**config.mk**
```make
export PLATFORM = sky130hd
export DESIGN_NAME = updown_step_ctrl_flat
export DESIGN_NICKNAME = d
export VERILOG_FILES = /design/src/rtl/updown_step_ctrl_if.sv /design/src/rtl/updown_step_ctrl.sv /design/src/flat_wrapper.sv
export SDC_FILE = /design/constraint.sdc
export NUM_CORES = 1
export LEC_CHECK = 0
export CORE_MARGIN = 2
export CORE_UTILIZATION = 49
export DETAILED_ROUTE_END_ITERATION = 8
export MAX_ROUTING_LAYER = met4
export PLACE_DENSITY_LB_ADDON = 0.25
export SLEW_MARGIN = 20
export SYNTH_ARGS = -nofsm -noshare
export SYNTH_HDL_FRONTEND = slang
export SYNTH_SLANG_ARGS = --single-unit
```
**constraint.sdc**
```tcl
create_clock -name clk_i -period 1.9 [get_ports clk_i]
set_input_delay 0.285 -clock clk_i [delete_from_list [all_inputs] [get_ports clk_i]]
set_output_delay 0.285 -clock clk_i [all_outputs]
set_load 0.05 [all_outputs]
```
**src/rtl/updown_step_ctrl_if.sv**
```systemverilog
// Interface bundle between the host/counter side and updown_step_ctrl.
// The slave modport is the controller's view; the master modport is the
// view of whatever drives commands and hosts the counter.
interface updown_step_ctrl_if #(
  parameter int W = 4
) ();
  logic         start;
  logic [W-1:0] target;
  logic         abort;
  logic [W-1:0] cnt_value;
  logic         cnt_enable;
  logic         cnt_up_down;
  logic         busy;
  logic         done;
  logic         aborted;

  modport slave (
    input  start,
    input  target,
    input  abort,
    input  cnt_value,
    output cnt_enable,
    output cnt_up_down,
    output busy,
    output done,
    output aborted
  );

  modport master (
    output start,
    output target,
    output abort,
    output cnt_value,
    input  cnt_enable,
    input  cnt_up_down,
    input  busy,
    input  done,
    input  aborted
  );
endinterface

```
**src/rtl/updown_step_ctrl.sv**
```systemverilog
// updown_step_ctrl: steps an external W-bit up/down counter toward a
// latched target, one step per prescaler tick, then pulses done.
// Optional build macro WRAP_SHORTEST_EN: pick the shorter way around the
// modulo-2^W circle (ties go up) instead of a plain unsigned compare.
module updown_step_ctrl #(
  parameter int W        = 4,
  parameter int STEP_DIV = 2
) (
  input logic              clk_i,
  input logic              reset_i,
  updown_step_ctrl_if.slave ctrl
);

  typedef enum logic [1:0] {
    S_IDLE = 2'd0,
    S_MOVE = 2'd1,
    S_DONE = 2'd2
  } state_t;

  localparam logic [7:0]   TICK_MAX = 8'(STEP_DIV - 1);
  localparam logic [W-1:0] HALF     = W'(1) << (W - 1);

  state_t       state_q, state_d;
  logic [7:0]   presc_q, presc_d;
  logic [W-1:0] target_q, target_d;
  logic         dir_q, dir_d;
  logic         done_q, done_d;
  logic         aborted_q, aborted_d;

  logic         tick_s;
  logic         at_target_s;
  logic         dir_cmd_s;

  // Direction for a fresh command; distance arithmetic wraps modulo 2^W.
  function automatic logic pick_dir(input logic [W-1:0] tgt, input logic [W-1:0] cur);
`ifdef WRAP_SHORTEST_EN
    logic [W-1:0] up_dist;
    up_dist = tgt - cur;
    return (up_dist <= HALF);
`else
    return (tgt > cur);
`endif
  endfunction

  assign tick_s      = (presc_q == TICK_MAX);
  assign at_target_s = (ctrl.cnt_value == target_q);
  assign dir_cmd_s   = pick_dir(ctrl.target, ctrl.cnt_value);

  // Next-state, prescaler and pulse decode for the IDLE/MOVE/DONE sequencer.
  always_comb begin
    state_d   = state_q;
    presc_d   = presc_q;
    target_d  = target_q;
    dir_d     = dir_q;
    done_d    = 1'b0;
    aborted_d = 1'b0;
    case (state_q)
      S_IDLE: begin
        if (ctrl.start) begin
          target_d = ctrl.target;
          if (ctrl.target == ctrl.cnt_value) begin
            // Already there: zero-step move goes straight to DONE.
            state_d = S_DONE;
            done_d  = 1'b1;
          end else begin
            dir_d   = dir_cmd_s;
            presc_d = 8'd0;
            state_d = S_MOVE;
          end
        end else begin
          state_d = S_IDLE;
        end
      end
      S_MOVE: begin
        if (tick_s) begin
          presc_d = 8'd0;
        end else begin
          presc_d = presc_q + 8'd1;
        end
        // Abort outranks arrival; equality is re-checked every cycle.
        if (ctrl.abort) begin
          state_d   = S_IDLE;
          aborted_d = 1'b1;
        end else if (at_target_s) begin
          state_d = S_DONE;
          done_d  = 1'b1;
        end else begin
          state_d = S_MOVE;
        end
      end
      S_DONE: begin
        state_d = S_IDLE;
      end
      default: begin
        state_d = S_IDLE;
      end
    endcase
  end

  // State and output registers with synchronous active-high reset.
  always_ff @(posedge clk_i) begin
    if (reset_i) begin
      state_q   <= S_IDLE;
      presc_q   <= 8'd0;
      target_q  <= '0;
      dir_q     <= 1'b0;
      done_q    <= 1'b0;
      aborted_q <= 1'b0;
    end else begin
      state_q   <= state_d;
      presc_q   <= presc_d;
      target_q  <= target_d;
      dir_q     <= dir_d;
      done_q    <= done_d;
      aborted_q <= aborted_d;
    end
  end

  // Enable is combinational so abort and reset can suppress a step in
  // the same cycle they are raised.
  assign ctrl.cnt_enable  = (state_q == S_MOVE) & tick_s & ~ctrl.abort
                            & ~at_target_s & ~reset_i;
  assign ctrl.cnt_up_down = dir_q;
  assign ctrl.busy        = (state_q == S_MOVE);
  assign ctrl.done        = done_q;
  assign ctrl.aborted     = aborted_q;

endmodule
```
**src/flat_wrapper.sv**
```systemverilog
// flat-port wrapper written by rule: the top's interface ports become plain ports
module updown_step_ctrl_flat 
#(
  parameter int W        = 4,
  parameter int STEP_DIV = 2
)
  (clk_i, reset_i, ctrl_start, ctrl_target, ctrl_abort, ctrl_cnt_value, ctrl_cnt_enable, ctrl_cnt_up_down, ctrl_busy, ctrl_done, ctrl_aborted);
  updown_step_ctrl_if #(.W(W)) ctrl_i ();
  input logic clk_i;
  input logic reset_i;
  input wire logic [$bits(ctrl_i.start)-1:0] ctrl_start;
  input wire logic [$bits(ctrl_i.target)-1:0] ctrl_target;
  input wire logic [$bits(ctrl_i.abort)-1:0] ctrl_abort;
  input wire logic [$bits(ctrl_i.cnt_value)-1:0] ctrl_cnt_value;
  output wire logic [$bits(ctrl_i.cnt_enable)-1:0] ctrl_cnt_enable;
  output wire logic [$bits(ctrl_i.cnt_up_down)-1:0] ctrl_cnt_up_down;
  output wire logic [$bits(ctrl_i.busy)-1:0] ctrl_busy;
  output wire logic [$bits(ctrl_i.done)-1:0] ctrl_done;
  output wire logic [$bits(ctrl_i.aborted)-1:0] ctrl_aborted;
  assign ctrl_i.start = ctrl_start;
  assign ctrl_i.target = ctrl_target;
  assign ctrl_i.abort = ctrl_abort;
  assign ctrl_i.cnt_value = ctrl_cnt_value;
  assign ctrl_cnt_enable = ctrl_i.cnt_enable;
  assign ctrl_cnt_up_down = ctrl_i.cnt_up_down;
  assign ctrl_busy = ctrl_i.busy;
  assign ctrl_done = ctrl_i.done;
  assign ctrl_aborted = ctrl_i.aborted;
  updown_step_ctrl #(.W(W), .STEP_DIV(STEP_DIV)) u_core (.clk_i(clk_i), .reset_i(reset_i), .ctrl(ctrl_i));
endmodule
```
==> results of run 1 <==
[cell usage after synthesis (all sizes together)]
cell type	count	share of area, %
ha	6	8.8
nand2b	2	1.5
and3	1	0.74
xnor2	5	5.2
o21a	1	0.89
a31oi	4	2.9
xor2	1	1.0
nand3	3	1.8
a41oi	2	2.1
dfxtp	16	38
nor4b	1	1.8
nor3b	2	2.4
nand2	8	3.5
inv	7	3.1
nand4	2	1.5
clkbuf	1	0.44
a211o	2	2.1
mux2i	4	4.7
nor3	3	1.8
o22ai	1	0.74
nor2b	2	1.5
a31o	1	1.0
nor2	7	3.1
o21ai	5	2.9
a211oi	3	3.2
o32a	1	1.2
a21oi	4	2.4
[layer usage]
metal | vias up | track usage (%)
li1 | 403 | -
met1 | 379 | 24.0
met2 | 16 | 36.9
met3 | 2 | 3.57
met4 | 0 | 7.06
met5 | - | -
[path summary, 6_finish.rpt]
kind,from,endpoint
setup / recovery,u_core.presc_q[0],ctrl_cnt_enable
hold / removal,u_core.presc_q[7],u_core.presc_q[7]
setup reg to reg,u_core.presc_q[1],u_core.presc_q[6]
hold reg to reg,u_core.presc_q[7],u_core.presc_q[7]
[cells by family (layout without fill, tap and decap cells)]
| logic type | Yosys count | after routing | share of synthesized area, % |
|---|---|---|---|
| fa+ha+maj | 6 | 6 | 8.85 |
| mux | 4 | 4 | 4.72 |
| buf+inv | 8 | 36 | 3.54 |
| xor+xnor | 6 | 6 | 6.19 |
| flops | 16 | 16 | 37.8 |
| simple gates | 31 | 31 | 19.5 |
| compound gates | 24 | 24 | 19.5 |
[flip-flops by register name, indices dropped and copies added, names as in the netlist]
register / cells
u_core.state_q: 2
u_core.ctrl.cnt_up_down: 1
u_core.presc_q: 8
u_core.target_q: 4
u_core.ctrl.aborted: 1
[power by group]
part           total (mW)  internal, mW  switching [mW]  leakage (nW)
Clock               0.176        0.0734           0.103        0.0138
Sequential          0.362         0.350          0.0114         0.131
Combinational       0.187        0.0932          0.0935         0.327
[area by class of cell]
| cell class | count | area (um^2) |
|---|---|---|
| repair buffers | 26 | 255 |
| clock buffers | 3 | 22.5 |
| inverters | 7 | 26.3 |
| flip-flops and latches | 16 | 322 |
| multi-input cells | 71 | 536 |
| fillers | 146 | 488 |
| well taps | 17 | 21.3 |
[timing repair]
item	in CTS	in global routing
endpoints found under the hold margin	0	0
gates resized for setup	1	5
hold buffers	0	0
pin swaps	0	1
buffers inserted	1	0
setup endpoints to repair	1	1
==> flow_summary.json, run 1 <==
{
  "status": "finished, final reports clean",
  "drive_gt1_share_pct": 18.7,
  "met2_length_um": 1100,
  "m1WireLength_um": 834,
  "p_total_mw": 0.724,
  "die_h_um": 45.6,
  "slowest_stage": "dfxtp_1",
  "grt_max_degree": 9,
  "clock_path_buffers": 2,
  "drt-initial-drc-count": 25,
  "path_max_fanout": 2,
  "fin_util_pct": 70.8,
  "port_buffers": 16,
  "cp_cell_sequence": "ha_4 -> nor4b_4 -> nand2_1 -> nor3_4 -> buf_12",
  "cts_tree": "built",
  "grt_pass1_vias": 721,
  "crit_required_ps": 1620,
  "final_cells": 140,
  "ir_worst_vdd_mv": 0.334,
  "placed_cells": 136,
  "postRouteAntennaNets": 0,
  "slew_violations": 0,
  "ys_ff_latch": 16,
  "reg2reg_depth": 7,
  "top_layer": "met4",
  "tightest_slew_ps": 496,
  "fmax_ghz": 0.532,
  "place_area_um2": 1120,
  "cap_violations": 0,
  "start_util_pct": 50.8,
  "cts-root-buf": "clkbuf_4",
  "rsz0062_at_grt": "true",
  "coreArea_um2": 1670,
  "firstDrtPassIters": 4,
  "skew_ps": 9.98,
  "die-area_um2": 2080,
  "pre_cts_ws_ps": -38.3,
  "r2r_slack_ps": 170,
  "pin_count": 17,
  "fin_setup_tns_ps": 0,
  "hold_viol": 0,
  "syn-mean-instance-area_um2": 8.93,
  "setup_slack_ps": 19.8,
  "drcViolationCount": 0,
  "syn-num-nets": 113,
  "met3_length_um": 49,
  "yosysSeqAreaShare_pct": 37.8,
  "cp_num_cells": 5,
  "p_per_area_nw_per_um2": 613,
  "grt_pass1_wl_um": 3020,
  "numCtsBuffers": 3,
  "cpPeakStageDelay_ps": 400,
  "holdPathStages": 1,
  "arrival_ps": 1600,
  "stdcell_area_um2": 1180,
  "post_drt_wl_per_cell_um": 14.3,
  "fin_crit_sh_pct": 99.0,
  "layout_common_cells": "15 x dfxtp_1, 14 x clkdlybuf4s50_1, 10 x buf_4",
  "die_x_um": 45.6,
  "num_rows": 15,
  "p_leak_nw": 0.471,
  "syn_area_um2": 848,
  "clkTransAtPathRegs_ps": 100,
  "path_delay_family": "simple AND/OR/NAND/NOR gates",
  "finalSetupViolations": 0,
  "clock_latency_ps": 280,
  "place_congestion": 0.860,
  "dp_hpwl_um": 1460,
  "fin_nets": 143,
  "fin_crit_ps": 1880,
  "whs_ps": 498,
  "grt_antenna_before_repair": 0,
  "layout_commonest_cell": "dfxtp_1",
  "viasPerCell": 5.71,
  "via_count": 800,
  "critPathLaunchType": "register",
  "area_growth_pct": 39.4,
  "track_usage_pct": 21.1,
  "hp-class": "register to register",
  "yosysWarnings": 0,
  "antenna_cells": 0,
  "crit_type": "register to output pin",
  "gr-total-overflow": 0,
  "timing.slew.headroom_pct": 66.9,
  "crit_buf_inv": 1,
  "end_kind": "output pin",
  "synth_cell_types": 30,
  "wl_um": 2000,
  "synth_cells": 95,
  "h-tree-depth": 1,
  "cts.sinks": 16
}
Power figures use the tool's default switching activity.
==> run 2: changes to the inputs <==
--- a/config.mk
+++ b/config.mk
@@ -9,7 +9,7 @@
 export CORE_UTILIZATION = 49
 export DETAILED_ROUTE_END_ITERATION = 8
 export MAX_ROUTING_LAYER = met4
-export PLACE_DENSITY_LB_ADDON = 0.25
+export PLACE_DENSITY = 0.77
 export SLEW_MARGIN = 20
 export SYNTH_ARGS = -nofsm -noshare
 export SYNTH_HDL_FRONTEND = slang
==> run 2 against run 1 <==
- maximum frequency grew 2.3%
- critical path depth shrank 4
- first-iteration DRC count shrank 72%
- global-route usage grew 0.43 points
- core utilization shrank 0.37 points
- via count shrank 0.25%
- register-to-register slack gained 30 ps
- largest power group unchanged
==> flow_summary.json, run 2 (synthesis results as in run 1) <==
{
  "pre_cts_ws_ps": -63.1,
  "cts-root-buf": "clkbuf_4",
  "p_sw_share_pct": 27.5,
  "p_sw_mw": 0.210,
  "startpoint": "u_core.state_q[1]",
  "timing.slew.headroom_pct": 65.8,
  "die_x_um": 45.6,
  "die-area_um2": 2080,
  "crit_type": "register to output pin",
  "fin_nets": 143,
  "port_buffers": 16,
  "grt_pass1_wl_um": 3120,
  "fillers": 128,
  "tightest_slew_ps": 511,
  "cp_cell_sequence": "clkdlybuf4s50_1",
  "p_comb_share_pct": 23.4,
  "fmax_ghz": 0.544,
  "hp-class": "register to register",
  "numCtsBuffers": 3,
  "grt_max_degree": 10,
  "finalSetupViolations": 0,
  "h-tree-depth": 1,
  "layout_commonest_cell": "dfxtp_1",
  "drive_gt1_share_pct": 20.2,
  "largest_reg_flops": 8,
  "cts.sinks": 16,
  "drcViolationCount": 0,
  "start_util_pct": 50.8,
  "p_leak_nw": 0.475,
  "timing.rr.start": "u_core.presc_q[1]",
  "ir_worst_vdd_mv": 0.375,
  "post_drt_wl_per_cell_um": 13.7,
  "crit_required_ps": 1620,
  "wl_um": 1930,
  "hold_viol": 0,
  "gr-total-overflow": 0,
  "die_h_um": 45.6,
  "cts_tree": "built",
  "slew_violations": 0,
  "p_seq_share_pct": 47.2,
  "met2_length_um": 988,
  "path_delay_family": "buffers and inverters",
  "critPathLaunchType": "register",
  "top_layer": "met4",
  "r2r_slack_ps": 200,
  "antenna_cells": 0,
  "cap_violations": 0,
  "via_count": 798,
  "met3_length_um": 62,
  "crit_buf_inv": 1,
  "end_kind": "output pin",
  "grt_pass1_vias": 795,
  "clkTransAtPathRegs_ps": 100,
  "clock_path_buffers": 2,
  "skew_ps": 7.22,
  "rsz0062_at_grt": "false",
  "layout_common_cells": "15 x dfxtp_1, 14 x clkdlybuf4s50_1, 11 x buf_4",
  "dp_hpwl_um": 1490,
  "clock_latency_ps": 280,
  "viasPerCell": 5.66,
  "drt-initial-drc-count": 7,
  "r2r-end": "u_core.presc_q[6]",
  "arrival_ps": 1550,
  "grt_antenna_before_repair": 0,
  "p_int_mw": 0.553,
  "reg2reg_depth": 7,
  "fin_crit_ps": 1840,
  "firstDrtPassIters": 4,
  "num_rows": 15,
  "coreArea_um2": 1670,
  "crit_end": "ctrl_done",
  "postRouteAntennaNets": 0,
  "place_congestion": 0.861,
  "p_total_mw": 0.763,
  "cpPeakStageDelay_ps": 850,
  "fin_crit_sh_pct": 96.7,
  "path_max_fanout": 5,
  "slowest_stage": "clkdlybuf4s50_1",
  "hold_buffers": 0,
  "setup_slack_ps": 62.0,
  "area_growth_pct": 38.6,
  "track_usage_pct": 21.5,
  "pin_count": 17,
  "m1WireLength_um": 839,
  "p_clk_share_pct": 29.4,
  "p_per_area_nw_per_um2": 649,
  "cp_num_cells": 1,
  "largest-register": "u_core.presc_q",
  "status": "finished, final reports clean",
  "reg_top3": "u_core.presc_q (8), u_core.target_q (4), u_core.state_q (2)"
}
## run 2: cell types whose count changed in the layout (fill, tap and decap cells not counted), sizes merged
| cell | previous run | this run |
|---|---|---|
| clkbuf | 3 | 4 |
## run 2: repair_timing
action                     CTS  global route
resized for setup            1             5
pin swaps                    0             1
setup endpoints to repair    1             1
setup buffers                1             1
## run 2: how the worst min path moves through the flow
stage | start | to | slack [ps] | cells past startpoint
floorplan | ctrl_target[0] | u_core.target_q[0] | 430 | 2
global placement | u_core.presc_q[7] | u_core.presc_q[7] | 460 | 1
detailed placement | u_core.presc_q[7] | u_core.presc_q[7] | 460 | 1
CTS | u_core.presc_q[7] | u_core.presc_q[7] | 490 | 1
global route | u_core.presc_q[1] | u_core.presc_q[1] | 500 | 2
finish | u_core.presc_q[1] | u_core.presc_q[1] | 470 | 2
## run 2: routing by layer
metal	vias up	global-route usage [%]
li1	403	-
met1	373	22.1
met2	16	38.3
met3	6	4.37
met4	0	10.6
met5	-	-
## run 2: layout make-up
class	instances	area [um^2]	area share, %
tap	17	21.3	1.81
inverter	7	26.3	2.23
sequential	16	322	27.3
multi-input combinational	71	528	44.9
timing repair buffer	26	243	20.6
clock buffer	4	36.3	3.09
## run 2: through the flow
step | TNS [ps] | util (%) | hold WS (ps) | instance area, um^2 | std cells
2_1_floorplan | 0 | - | 432 | 860 | 95
3_3_place_gp | -11.8 | 66.1 | 460 | 1100 | 135
3_5_place_dp | -316 | 66.1 | 463 | 1100 | 135
4_1_cts | 0 | 69.3 | 487 | 1160 | 140
5_1_grt | 0 | 70.4 | 498 | 1180 | 141
6_report | 0 | 70.4 | 466 | 1180 | 141
## run 2: worst reg2reg max path, stage by stage, from the launching register on
cell	delay, ps
dfxtp_2	340
inv_2	40
ha_2	160
nor4b_4	130
buf_4	160
a211oi_2	440
a41oi_1	190
a31oi_1	180
## run 2: power groups by stage
stage                     sequential [mW]  clock, mW  combinational, mW
after CTS                           0.360      0.227              0.176
after global placement              0.367          0              0.167
after floorplan                     0.379          0             0.0859
after global routing                0.362      0.243              0.194
after detailed placement            0.368          0              0.170
final                               0.361      0.224              0.178
